## src/rtl/ctrl_pkg.sv

```systemverilog
// ctrl_pkg: shared encodings for the RV32IM control decode stage.
// Opcodes, ALU control codes, immediate formats, FSM states and the
// control word layout. The all-zero control word is a NOP.
package ctrl_pkg;

    localparam logic [6:0] OP_R      = 7'b0110011;
    localparam logic [6:0] OP_IMM    = 7'b0010011;
    localparam logic [6:0] OP_LOAD   = 7'b0000011;
    localparam logic [6:0] OP_STORE  = 7'b0100011;
    localparam logic [6:0] OP_BRANCH = 7'b1100011;
    localparam logic [6:0] OP_JAL    = 7'b1101111;
    localparam logic [6:0] OP_JALR   = 7'b1100111;
    localparam logic [6:0] OP_LUI    = 7'b0110111;
    localparam logic [6:0] OP_AUIPC  = 7'b0010111;

    localparam logic [6:0] F7_BASE   = 7'b0000000;
    localparam logic [6:0] F7_ALT    = 7'b0100000;
    localparam logic [6:0] F7_MULDIV = 7'b0000001;

    localparam logic [3:0] ALU_ADD    = 4'd0;
    localparam logic [3:0] ALU_SUB    = 4'd1;
    localparam logic [3:0] ALU_SLL    = 4'd2;
    localparam logic [3:0] ALU_SLT    = 4'd3;
    localparam logic [3:0] ALU_SLTU   = 4'd4;
    localparam logic [3:0] ALU_XOR    = 4'd5;
    localparam logic [3:0] ALU_SRL    = 4'd6;
    localparam logic [3:0] ALU_SRA    = 4'd7;
    localparam logic [3:0] ALU_OR     = 4'd8;
    localparam logic [3:0] ALU_AND    = 4'd9;
    localparam logic [3:0] ALU_PASS_B = 4'd10;

    // IMM_NONE keeps the NOP word all-zero; R-type uses no immediate.
    localparam logic [2:0] IMM_NONE = 3'd0;
    localparam logic [2:0] IMM_I    = 3'd1;
    localparam logic [2:0] IMM_S    = 3'd2;
    localparam logic [2:0] IMM_B    = 3'd3;
    localparam logic [2:0] IMM_U    = 3'd4;
    localparam logic [2:0] IMM_J    = 3'd5;

    typedef enum logic {
        ST_IDLE    = 1'b0,
        ST_MD_BUSY = 1'b1
    } state_t;

    typedef struct packed {
        logic       reg_write;
        logic       mem_read;
        logic       mem_write;
        logic       mem_to_reg;
        logic       branch;
        logic       jump;
        logic       jalr;
        logic       alu_src;
        logic [3:0] alu_ctrl;
        logic [2:0] imm_sel;
        logic       md_op;
        logic       illegal;
    } ctrl_word_t;

    // alt selects SUB (funct3=000) or SRA (funct3=101); ignored elsewhere.
    function automatic logic [3:0] alu_from_funct3(input logic [2:0] funct3,
                                                    input logic       alt);
        logic [3:0] code;
        case (funct3)
            3'b000:  code = alt ? ALU_SUB : ALU_ADD;
            3'b001:  code = ALU_SLL;
            3'b010:  code = ALU_SLT;
            3'b011:  code = ALU_SLTU;
            3'b100:  code = ALU_XOR;
            3'b101:  code = alt ? ALU_SRA : ALU_SRL;
            3'b110:  code = ALU_OR;
            default: code = ALU_AND;
        endcase
        return code;
    endfunction

endpackage

```

## src/rtl/ctrl_main_dec.sv

```systemverilog
// ctrl_main_dec: combinational RV32IM main decoder, instruction -> control word.
// Unknown opcodes and R-type with an unsupported funct7 decode to a NOP.
// With CTRL_ILLEGAL_TRAP_EN defined, those cases also raise the illegal bit.
module ctrl_main_dec
    import ctrl_pkg::*;
(
    input  logic [31:0] instr,
    output ctrl_word_t  ctrl
);

`ifdef CTRL_ILLEGAL_TRAP_EN
    localparam logic TRAP_EN = 1'b1;
`else
    localparam logic TRAP_EN = 1'b0;
`endif

    logic [6:0] opcode;
    logic [2:0] funct3;
    logic [6:0] funct7;
    logic       unused_fields;

    assign opcode = instr[6:0];
    assign funct3 = instr[14:12];
    assign funct7 = instr[31:25];
    // Register and immediate fields are consumed downstream, not here.
    assign unused_fields = ^{instr[24:15], instr[11:7]};

    // Opcode map; every path starts from the NOP word.
    always_comb begin
        ctrl = '0;
        case (opcode)
            OP_R: begin
                if (funct7 == F7_BASE || funct7 == F7_ALT || funct7 == F7_MULDIV) begin
                    ctrl.reg_write = 1'b1;
                    ctrl.alu_ctrl  = alu_from_funct3(funct3, funct7[5]);
                    ctrl.md_op     = (funct7 == F7_MULDIV);
                end else begin
                    ctrl.illegal = TRAP_EN;
                end
            end
            OP_IMM: begin
                ctrl.reg_write = 1'b1;
                ctrl.alu_src   = 1'b1;
                ctrl.alu_ctrl  = alu_from_funct3(funct3, (funct3 == 3'b101) && funct7[5]);
                ctrl.imm_sel   = IMM_I;
            end
            OP_LOAD: begin
                ctrl.reg_write  = 1'b1;
                ctrl.mem_read   = 1'b1;
                ctrl.mem_to_reg = 1'b1;
                ctrl.alu_src    = 1'b1;
                ctrl.alu_ctrl   = ALU_ADD;
                ctrl.imm_sel    = IMM_I;
            end
            OP_STORE: begin
                ctrl.mem_write = 1'b1;
                ctrl.alu_src   = 1'b1;
                ctrl.alu_ctrl  = ALU_ADD;
                ctrl.imm_sel   = IMM_S;
            end
            OP_BRANCH: begin
                ctrl.branch   = 1'b1;
                ctrl.alu_ctrl = ALU_SUB;
                ctrl.imm_sel  = IMM_B;
            end
            OP_JAL: begin
                ctrl.reg_write = 1'b1;
                ctrl.jump      = 1'b1;
                ctrl.imm_sel   = IMM_J;
            end
            OP_JALR: begin
                ctrl.reg_write = 1'b1;
                ctrl.jump      = 1'b1;
                ctrl.jalr      = 1'b1;
                ctrl.alu_src   = 1'b1;
                ctrl.alu_ctrl  = ALU_ADD;
                ctrl.imm_sel   = IMM_I;
            end
            OP_LUI: begin
                ctrl.reg_write = 1'b1;
                ctrl.alu_src   = 1'b1;
                ctrl.alu_ctrl  = ALU_PASS_B;
                ctrl.imm_sel   = IMM_U;
            end
            OP_AUIPC: begin
                ctrl.reg_write = 1'b1;
                ctrl.alu_src   = 1'b1;
                ctrl.alu_ctrl  = ALU_ADD;
                ctrl.imm_sel   = IMM_U;
            end
            default: begin
                ctrl.illegal = TRAP_EN;
            end
        endcase
    end

endmodule

```

## src/rtl/ctrl_decode_stage.sv

```systemverilog
// ctrl_decode_stage: registered RV32IM control decode (ID/EX control register).
// Wraps ctrl_main_dec with the capture register, the MUL/DIV busy FSM and its
// down-counter. Optional illegal-instruction flag: CTRL_ILLEGAL_TRAP_EN.
//
// state      | meaning
// -----------+-------------------------------------------------------------
// ST_IDLE    | register captures a new decoded word whenever advance=1
// ST_MD_BUSY | multi-cycle MUL/DIV in EX; word held, counter runs down to 1
module ctrl_decode_stage
    import ctrl_pkg::*;
#(
    parameter int MUL_LAT = 1,
    parameter int DIV_LAT = 8,
    parameter int CNT_W   = 4
) (
    input  logic        clk,
    input  logic        rst_n,
    input  logic [31:0] instr_i,
    input  logic        instr_valid_i,
    input  logic        stall_i,
    input  logic        flush_i,
    output logic        reg_write_o,
    output logic        mem_read_o,
    output logic        mem_write_o,
    output logic        mem_to_reg_o,
    output logic        branch_o,
    output logic        jump_o,
    output logic        jalr_o,
    output logic        alu_src_o,
    output logic [3:0]  alu_ctrl_o,
    output logic [2:0]  imm_sel_o,
    output logic        md_op_o,
    output logic        ctrl_valid_o,
    output logic        md_busy_o,
    output logic        stall_fetch_o,
    output logic        illegal_o
);

    localparam logic [CNT_W-1:0] MUL_CNT   = CNT_W'(MUL_LAT - 1);
    localparam logic [CNT_W-1:0] DIV_CNT   = CNT_W'(DIV_LAT - 1);
    localparam logic             MUL_MULTI = (MUL_LAT > 1);
    localparam logic             DIV_MULTI = (DIV_LAT > 1);

    ctrl_word_t       dec;
    ctrl_word_t       ctrl_q;
    state_t           state;
    logic [CNT_W-1:0] cnt;
    logic             valid_q;
    logic             advance;
    logic [CNT_W-1:0] lat_load;
    logic             lat_multi;

    ctrl_main_dec u_main_dec (
        .instr (instr_i),
        .ctrl  (dec)
    );

    assign md_busy_o     = (state == ST_MD_BUSY);
    assign advance       = !stall_i && !md_busy_o;
    assign stall_fetch_o = stall_i | md_busy_o;

    // funct3[2] separates DIV/REM (long) from MUL/MULH* (short).
    always_comb begin
        lat_load  = instr_i[14] ? DIV_CNT : MUL_CNT;
        lat_multi = instr_i[14] ? DIV_MULTI : MUL_MULTI;
    end

    // Control register, busy FSM and counter; flush outranks stall and busy.
    always_ff @(posedge clk or negedge rst_n) begin
        if (!rst_n) begin
            ctrl_q  <= '0;
            valid_q <= 1'b0;
            state   <= ST_IDLE;
            cnt     <= '0;
        end else if (flush_i) begin
            ctrl_q  <= '0;
            valid_q <= 1'b0;
            state   <= ST_IDLE;
            cnt     <= '0;
        end else begin
            case (state)
                ST_MD_BUSY: begin
                    if (cnt == CNT_W'(1)) begin
                        state <= ST_IDLE;
                        cnt   <= '0;
                    end else begin
                        cnt <= cnt - CNT_W'(1);
                    end
                end
                default: begin
                    if (advance) begin
                        ctrl_q  <= instr_valid_i ? dec : '0;
                        valid_q <= instr_valid_i;
                        if (instr_valid_i && dec.md_op && lat_multi) begin
                            state <= ST_MD_BUSY;
                            cnt   <= lat_load;
                        end
                    end
                end
            endcase
        end
    end

    assign reg_write_o  = ctrl_q.reg_write;
    assign mem_read_o   = ctrl_q.mem_read;
    assign mem_write_o  = ctrl_q.mem_write;
    assign mem_to_reg_o = ctrl_q.mem_to_reg;
    assign branch_o     = ctrl_q.branch;
    assign jump_o       = ctrl_q.jump;
    assign jalr_o       = ctrl_q.jalr;
    assign alu_src_o    = ctrl_q.alu_src;
    assign alu_ctrl_o   = ctrl_q.alu_ctrl;
    assign imm_sel_o    = ctrl_q.imm_sel;
    assign md_op_o      = ctrl_q.md_op;
    assign illegal_o    = ctrl_q.illegal;
    assign ctrl_valid_o = valid_q;

endmodule

```

## config.mk

```make
export PLATFORM = sky130hd
export DESIGN_NAME = ctrl_decode_stage
export DESIGN_NICKNAME = d
export VERILOG_FILES = /design/src/rtl/ctrl_pkg.sv /design/src/rtl/ctrl_main_dec.sv /design/src/rtl/ctrl_decode_stage.sv
export SDC_FILE = /design/constraint.sdc
export NUM_CORES = 1
export LEC_CHECK = 0
export BUFFER_PORTS_ARGS = -buffer_cell sky130_fd_sc_hd__buf_2
export CAP_MARGIN = 10
export CORE_ASPECT_RATIO = 0.7
export CORE_MARGIN = 2
export CORE_UTILIZATION = 33
export CTS_CLUSTER_SIZE = 40
export DETAILED_ROUTE_END_ITERATION = 8
export GPL_TIMING_DRIVEN = 0
export PLACE_DENSITY_LB_ADDON = 0.12
export SKIP_LAST_GASP = 1
export SLEW_MARGIN = 20
export SYNTH_ARGS = -nofsm -noshare
export SYNTH_HDL_FRONTEND = slang
export SYNTH_SLANG_ARGS = --single-unit
```

## constraint.sdc

```tcl
create_clock -name clk -period 1.6 [get_ports clk]
set_input_delay 0.16 -clock clk [delete_from_list [all_inputs] [get_ports clk]]
set_output_delay 0.16 -clock clk [all_outputs]
set_load 0.02 [all_outputs]
```

# Word level (Yosys, flattened, before mapping)
# Cells that the tools add are included.
[op_classes]
n_addsub = 1
eq_ne = 19
n_mux = 38
bitwise = 1
reduce_logical = 20
[op_table]
columns = ["operator", "n"]
rows = [
  ["$mux W17", 4],
  ["$pmux W4 S7", 2],
  ["$eq A7 B6 Y1 const B", 4],
  ["$mux W4", 6],
  ["$mux W1", 22],
  ["$eq A7 B7 Y1 const B", 3],
  ["$pmux W4 S4", 1],
  ["$pmux W3 S5", 1],
  ["$eq A7 B5 Y1 const B", 2],
  ["$reduce_or A6 Y1", 2],
  ["$eq A3 B3 Y1 const B", 3],
  ["$eq A7 B1 Y1 const B", 1],
  ["$eq A7 B2 Y1 const B", 1],
  ["$logic_not A7 Y1", 1],
  ["$eq A3 B2 Y1 const B", 2],
  ["$reduce_bool A3 Y1", 2],
  ["$eq A4 B1 Y1 const B", 1],
  ["$logic_and A1 B1 Y1", 4],
  ["$reduce_and A2 Y1", 2],
  ["$reduce_or A2 Y1", 2],
  ["$sub A4 B1 Y4 const B", 1],
  ["$eq A3 B1 Y1 const B", 1],
  ["$logic_not A3 Y1", 1],
  ["$mux W3", 1],
  ["7 further kinds", 9],
]
[word_totals]
register_bits = 23
inputBits = 37
output_inout_bits = 20
wordCells = 94

# Longest topological paths before layout
[logic_depth]
ltp_word = 11
mapped_depth = 6
mapped_depth_nobuf = 6

# Modules after synthesis
# Synthesis repeated with hierarchy kept, for this count alone.
[hier_totals]
cells_unflattened = 134
hier_area_um2 = 1350.0
[modules_own_cells]
columns = ["mod", "instances", "cells_per_inst", "area_per_inst_um2", "seq_area_each_um2"]
rows = [
  ["ctrl_decode_stage", 1, 76, 997.2, 575.6],
  ["ctrl_main_dec", 1, 58, 352.8, 0.0],
]

# Worst setup path after synthesis
# Ideal clock, no wire load.
[synth_path]
path_type = "flip-flop to flip-flop"
start = "register state (netlist: md_busy_o)"
end = "register ctrl_q, in the netlist md_op_o"
setup_ns = 0.083
arrival_time_ns = 1.433
t_required_ns = 1.517
slack_ns = 0.084
stages_incl_launch_ff = 7
n_path_buf = 2
synth_period_minus_slack_ns = 1.516
cell_sequence = "dfrtp_1 buf_2 nor2_1 nor2_1 clkbuf_1 nand2_1 o21ai_0"
[synth_between]
elab_chain_len = 4
word_cells_on_any_way = 5
classes_between = "1 x eq/ne; 4 x reduce/logical"
[synth_rtl]
columns = ["item", "line_no", "text"]
rows = [
  ["from (decl)", "ctrl_decode_stage.sv:46", "state_t state;"],
  ["from (signal assigned)", "ctrl_decode_stage.sv:73", "state <= ST_IDLE;"],
  ["from (signal assigned)", "ctrl_decode_stage.sv:78", "state <= ST_IDLE;"],
  ["from (signal assigned)", "ctrl_decode_stage.sv:84", "state <= ST_IDLE;"],
  ["$logic_not A1 Y1", "ctrl_decode_stage.sv:59", "assign advance = !stall_i && !md_busy_o;"],
  ["$logic_and A1 B1 Y1", "ctrl_decode_stage.sv:59", ""],
  ["$reduce_bool A2 Y1 (no source line)", "-", ""],
  ["$reduce_and A2 Y1 (no source line) (*)", "-", ""],
  ["to (signal assigned)", "ctrl_decode_stage.sv:92", "ctrl_q <= instr_valid_i ? dec : '0;"],
  ["to (decl)", "ctrl_decode_stage.sv:45", "ctrl_word_t ctrl_q;"],
]
# Every way passes the cells marked *; elsewhere a longest branch is shown, timed or not.
# A chain may end at the register's enable or synchronous reset.

# Worst setup path after layout
[layout_path]
start = "register state (netlist: md_busy_o)"
end = "register cnt[3]"
[layout_between]
elab_chain_len = 4
word_cells_on_any_way = 7
classes_between = "2 x mux; 5 x reduce/logical"
[layout_rtl]
columns = ["item", "line_no", "text"]
rows = [
  ["$logic_not A1 Y1", "ctrl_decode_stage.sv:59", ""],
  ["$logic_and A1 B1 Y1", "ctrl_decode_stage.sv:59", ""],
  ["$reduce_bool A3 Y1 (no source line)", "-", ""],
  ["$reduce_and A2 Y1 (no source line)", "-", ""],
  ["to (signal assigned)", "ctrl_decode_stage.sv:87", "cnt <= cnt - CNT_W'(1);"],
  ["to (signal assigned)", "ctrl_decode_stage.sv:96", "cnt <= lat_load;"],
  ["to (decl)", "ctrl_decode_stage.sv:47", "logic [CNT_W-1:0] cnt;"],
]
# Parallel ways exist; a longest one is shown, timed or not.

==> impl_metrics.xml <==
<?xml version="1.0" encoding="UTF-8"?>
<metrics>
  <group name="run">
    <metric name="drv.max_cap_violation_count" unit="">0</metric>
  </group>
  <group name="route">
    <metric name="antenna_left" unit="">0</metric>
    <metric name="drc" unit="">0</metric>
    <metric name="wl_per_cell" unit="µm">13.2</metric>
    <metric name="drc_violation_total_after_the_first_tritonroute_iteration" unit="">46</metric>
    <metric name="num_vias" unit="">1128</metric>
    <metric name="number_of_iterations_in_the_first_detailed_routing_pass" unit="">4</metric>
    <metric name="routed_via_density" unit="">5.01</metric>
    <metric name="route.final.wire_length" unit="mm">2.96</metric>
  </group>
  <group name="timing">
    <metric name="rsz0062_at_grt" unit="">true</metric>
    <metric name="report.final.slew_viol_count" unit="">0</metric>
    <metric name="final-setup-viol-count" unit="">0</metric>
    <metric name="fmaxAchievable" unit="MHz">683</metric>
    <metric name="finClkSkew" unit="ps">2.91</metric>
    <metric name="worst_slew_pin_slew" unit="ps">543</metric>
    <metric name="timing.final.hold_violations" unit="">0</metric>
    <metric name="timing.slew.headroom" unit="%">63.4</metric>
    <metric name="period_share" unit="%">91.5</metric>
    <metric name="min_clock_period_post_route" unit="ps">1460</metric>
  </group>
  <group name="global_routing">
    <metric name="antenna_found_initial" unit="">0</metric>
    <metric name="groute.usage.overall" unit="%">15.0</metric>
    <metric name="first_global_vias" unit="">1005</metric>
    <metric name="grt_first_pass_wirelength" unit="mm">4.78</metric>
    <metric name="grt_overflow_total" unit="">0</metric>
    <metric name="grt_start_max_net_pins" unit="">22</metric>
  </group>
  <group name="floorplan">
    <metric name="start_util" unit="%">34.3</metric>
    <metric name="die_width" unit="µm">76.3</metric>
    <metric name="rows" unit="">18</metric>
    <metric name="pin_count" unit="">57</metric>
    <metric name="overall_die_area" unit="µm²">4160</metric>
    <metric name="chip_height" unit="µm">54.6</metric>
    <metric name="placeableCoreArea" unit="µm²">3510</metric>
  </group>
  <group name="cts">
    <metric name="clock_tree.root_cell" unit="">sky130_fd_sc_hd__clkbuf_8</metric>
    <metric name="cts_sinks" unit="">21</metric>
    <metric name="cts.path.max_buffers" unit="">2</metric>
    <metric name="insertion_delay" unit="ps">260</metric>
    <metric name="cts_inserted_buffers" unit="">3</metric>
    <metric name="h_tree_level_count" unit="">1</metric>
    <metric name="tritoncts" unit="">built</metric>
    <metric name="clock_transition_at_path_regs" unit="ps">80</metric>
  </group>
  <group name="placement">
    <metric name="dpl-instance-area" unit="µm²">1460</metric>
    <metric name="place_hpwl" unit="mm">2.28</metric>
    <metric name="gp_routability_congestion" unit="">0.835</metric>
    <metric name="io_buffer_count" unit="">39</metric>
  </group>
  <group name="setup_path">
    <metric name="worst_setup_path_start_kind" unit="">flip-flop</metric>
    <metric name="max_stage_delay" unit="ps">370</metric>
    <metric name="critical-path-slowest-cell" unit="">sky130_fd_sc_hd__dfrtp_1</metric>
    <metric name="cp_cell_sequence" unit="">buf_2 -&gt; nor2_4 -&gt; and3_1 -&gt; nand4_4 -&gt; a32o_1</metric>
    <metric name="critPathKind" unit="">flip-flop to flip-flop</metric>
    <metric name="critical_path.max_fanout" unit="">8</metric>
    <metric name="crit_required" unit="ps">1750</metric>
    <metric name="end_kind" unit="">flip-flop</metric>
    <metric name="cp_data_arrival_time" unit="ps">1610</metric>
  </group>
  <group name="power_and_ir_drop">
    <metric name="power.density_cell_area" unit="nW/µm²">653</metric>
    <metric name="total_power" unit="mW">1.02</metric>
    <metric name="worst_ir_drop_vdd" unit="mV">0.273</metric>
    <metric name="power_leakage" unit="nW">0.782</metric>
  </group>
  <group name="synthesis">
    <metric name="synth_warnings" unit="">0</metric>
    <metric name="synth_enable_flop_cells" unit="">0</metric>
    <metric name="asyncSetResetFlopFracSynth" unit="%">100</metric>
    <metric name="postSynthAreaPerCell" unit="µm²">9.42</metric>
    <metric name="synth_cell_type_count" unit="">46</metric>
    <metric name="flip_flop_and_latch_count_after_synthesis" unit="">21</metric>
    <metric name="yosysSeqAreaShare" unit="%">43.6</metric>
    <metric name="synthCells" unit="">128</metric>
    <metric name="postSynth.topFlopCell" unit="">sky130_fd_sc_hd__dfrtp_1</metric>
    <metric name="synthesized_nets" unit="">167</metric>
    <metric name="syn_area" unit="µm²">1210</metric>
  </group>
  <group name="final_layout">
    <metric name="syn_to_final_growth" unit="%">29.7</metric>
    <metric name="finish.instance_area" unit="µm²">1560</metric>
    <metric name="drive_gt1_share" unit="%">36.0</metric>
    <metric name="insertedDiodeCount" unit="">0</metric>
    <metric name="finish.net_count" unit="">215</metric>
    <metric name="fin_util" unit="%">44.5</metric>
  </group>
  <group name="min_path">
    <metric name="hold_class" unit="">input pin to flip-flop</metric>
  </group>
  <group name="outcome">
    <metric name="run_status" unit="">finished, final reports clean</metric>
  </group>
</metrics>
[critical path, delay by kind of cell (launching register included)]
kind | cells | cell delay [ps]
compound gates | 1 | 250
buf+inv | 1 | 190
flops | 1 | 370
simple gates | 3 | 540
[repair_timing]
action	4_1_cts	5_1_grt
hold endpoints to repair	21	0
gates cloned	0	0
hold buffers	1	0
pin swaps	1	1
setup endpoints to repair	10	13
setup buffers	0	3
resized for setup	2	5
[cells in the mapped netlist, types with 2 or more instances]
| cell type | count | area share, % |
|---|---|---|
| sky130_fd_sc_hd__nand2_1 | 17 | 5.3 |
| sky130_fd_sc_hd__nand3_1 | 4 | 1.7 |
| sky130_fd_sc_hd__nor3_1 | 5 | 2.1 |
| sky130_fd_sc_hd__o21ai_0 | 12 | 5.0 |
| sky130_fd_sc_hd__a31oi_1 | 2 | 1.0 |
| sky130_fd_sc_hd__ha_1 | 2 | 2.1 |
| sky130_fd_sc_hd__inv_1 | 7 | 2.2 |
| sky130_fd_sc_hd__a21oi_1 | 4 | 1.7 |
| sky130_fd_sc_hd__nand3b_1 | 2 | 1.2 |
| sky130_fd_sc_hd__clkbuf_1 | 2 | 0.62 |
| sky130_fd_sc_hd__nor2b_1 | 2 | 1.0 |
| sky130_fd_sc_hd__nor2_1 | 10 | 3.1 |
| sky130_fd_sc_hd__a22o_1 | 2 | 1.5 |
| sky130_fd_sc_hd__nand2b_1 | 3 | 1.6 |
| sky130_fd_sc_hd__a32o_1 | 2 | 1.7 |
| sky130_fd_sc_hd__buf_4 | 2 | 1.2 |
| sky130_fd_sc_hd__dfrtp_1 | 21 | 44 |
[registers in the layout, summed over array words and instances, names as in the netlist]
name,cells
alu_ctrl_o,4
mem_read_o,1
alu_src_o,1
cnt,4
mem_write_o,1
branch_o,1
md_op_o,1
jalr_o,1
reg_write_o,1
ctrl_valid_o,1
md_busy_o,1
jump_o,1
imm_sel_o,3
[worst paths after layout]
path / startpoint / to / slack (ps) / cells past startpoint
max: md_busy_o / cnt[3] / 140 / 5
min: instr_i[6] / mem_write_o / 160 / 2
max reg2reg: md_busy_o / cnt[3] / 140 / 5
min reg2reg: ctrl_valid_o / ctrl_valid_o / 480 / 2
max in group asynchronous: rst_n / reg_write_o / 880 / 2
min in group asynchronous: rst_n / imm_sel_o[0] / 390 / 2
[layout by cell type (no fill, tap or decap), types with 2 or more instances in the layout]
| cell type | Yosys | layout |
|---|---|---|
| sky130_fd_sc_hd__a21oi_1 | 4 | 4 |
| sky130_fd_sc_hd__a22o_1 | 2 | 2 |
| sky130_fd_sc_hd__a31oi_1 | 2 | 2 |
| sky130_fd_sc_hd__a32o_1 | 2 | 2 |
| sky130_fd_sc_hd__buf_2 | 1 | 40 |
| sky130_fd_sc_hd__buf_4 | 2 | 5 |
| sky130_fd_sc_hd__clkbuf_8 | 0 | 3 |
| sky130_fd_sc_hd__dfrtp_1 | 21 | 21 |
| sky130_fd_sc_hd__ha_1 | 2 | 2 |
| sky130_fd_sc_hd__inv_1 | 7 | 7 |
| sky130_fd_sc_hd__nand2_1 | 17 | 16 |
| sky130_fd_sc_hd__nand2b_1 | 3 | 3 |
| sky130_fd_sc_hd__nand3_1 | 4 | 4 |
| sky130_fd_sc_hd__nand3b_1 | 2 | 2 |
| sky130_fd_sc_hd__nor2_1 | 10 | 8 |
| sky130_fd_sc_hd__nor2_4 | 1 | 3 |
| sky130_fd_sc_hd__nor2b_1 | 2 | 2 |
| sky130_fd_sc_hd__nor3_1 | 5 | 5 |
| sky130_fd_sc_hd__o21ai_0 | 12 | 12 |
[report_power, final]
part	internal, mW	switching, mW
sequential	0.533	0.00114
combinational	0.0505	0.0839
clock	0.174	0.179
[layer usage]
| metal | vias to the layer above | GRT usage, % | wire (µm) |
|---|---|---|---|
| met5 | - | 0 | 0 |
| met4 | 0 | 1.82 | 10 |
| met3 | 2 | 5.28 | 174 |
| met2 | 37 | 23.6 | 1240 |
| met1 | 530 | 20.8 | 1540 |
| li1 | 559 | - | - |
[through the flow]
step | worst slack (ps) | hold slack, ps | setup TNS [ps] | std cells
2_1_floorplan | 84.0 | -136 | 0 | 128
3_3_place_gp | -161 | 146 | -1350 | 217
3_5_place_dp | -182 | 165 | -1630 | 217
4_1_cts | 6.74 | 151 | 0 | 222
5_1_grt | -15.3 | 200 | -15.3 | 225
6_report | 136 | 162 | 0 | 225
[logic make-up after synthesis]
logic type / count (synthesis) / synth area share, %
adder cells (fa/ha/maj): 2 / 2.07
flip-flops: 21 / 43.6
AO/OA/AOI/OAI: 34 / 19.4
multiplexers: 2 / 1.76
buffers and inverters: 12 / 4.46
other: 1 / 0.311
AND/OR/NAND/NOR: 56 / 28.4
[final cells by class]
class                      instances  area (µm²)
inverter                           7        26.3
fill                             369        1950
multi-input combinational         95         647
buffer                             5        28.8
clock buffer                       3        41.3
tap                               50        62.6
sequential                        21         526
timing repair buffer              43         228
clock inverter                     1        5.00
(Power assumes the default switching activity.)
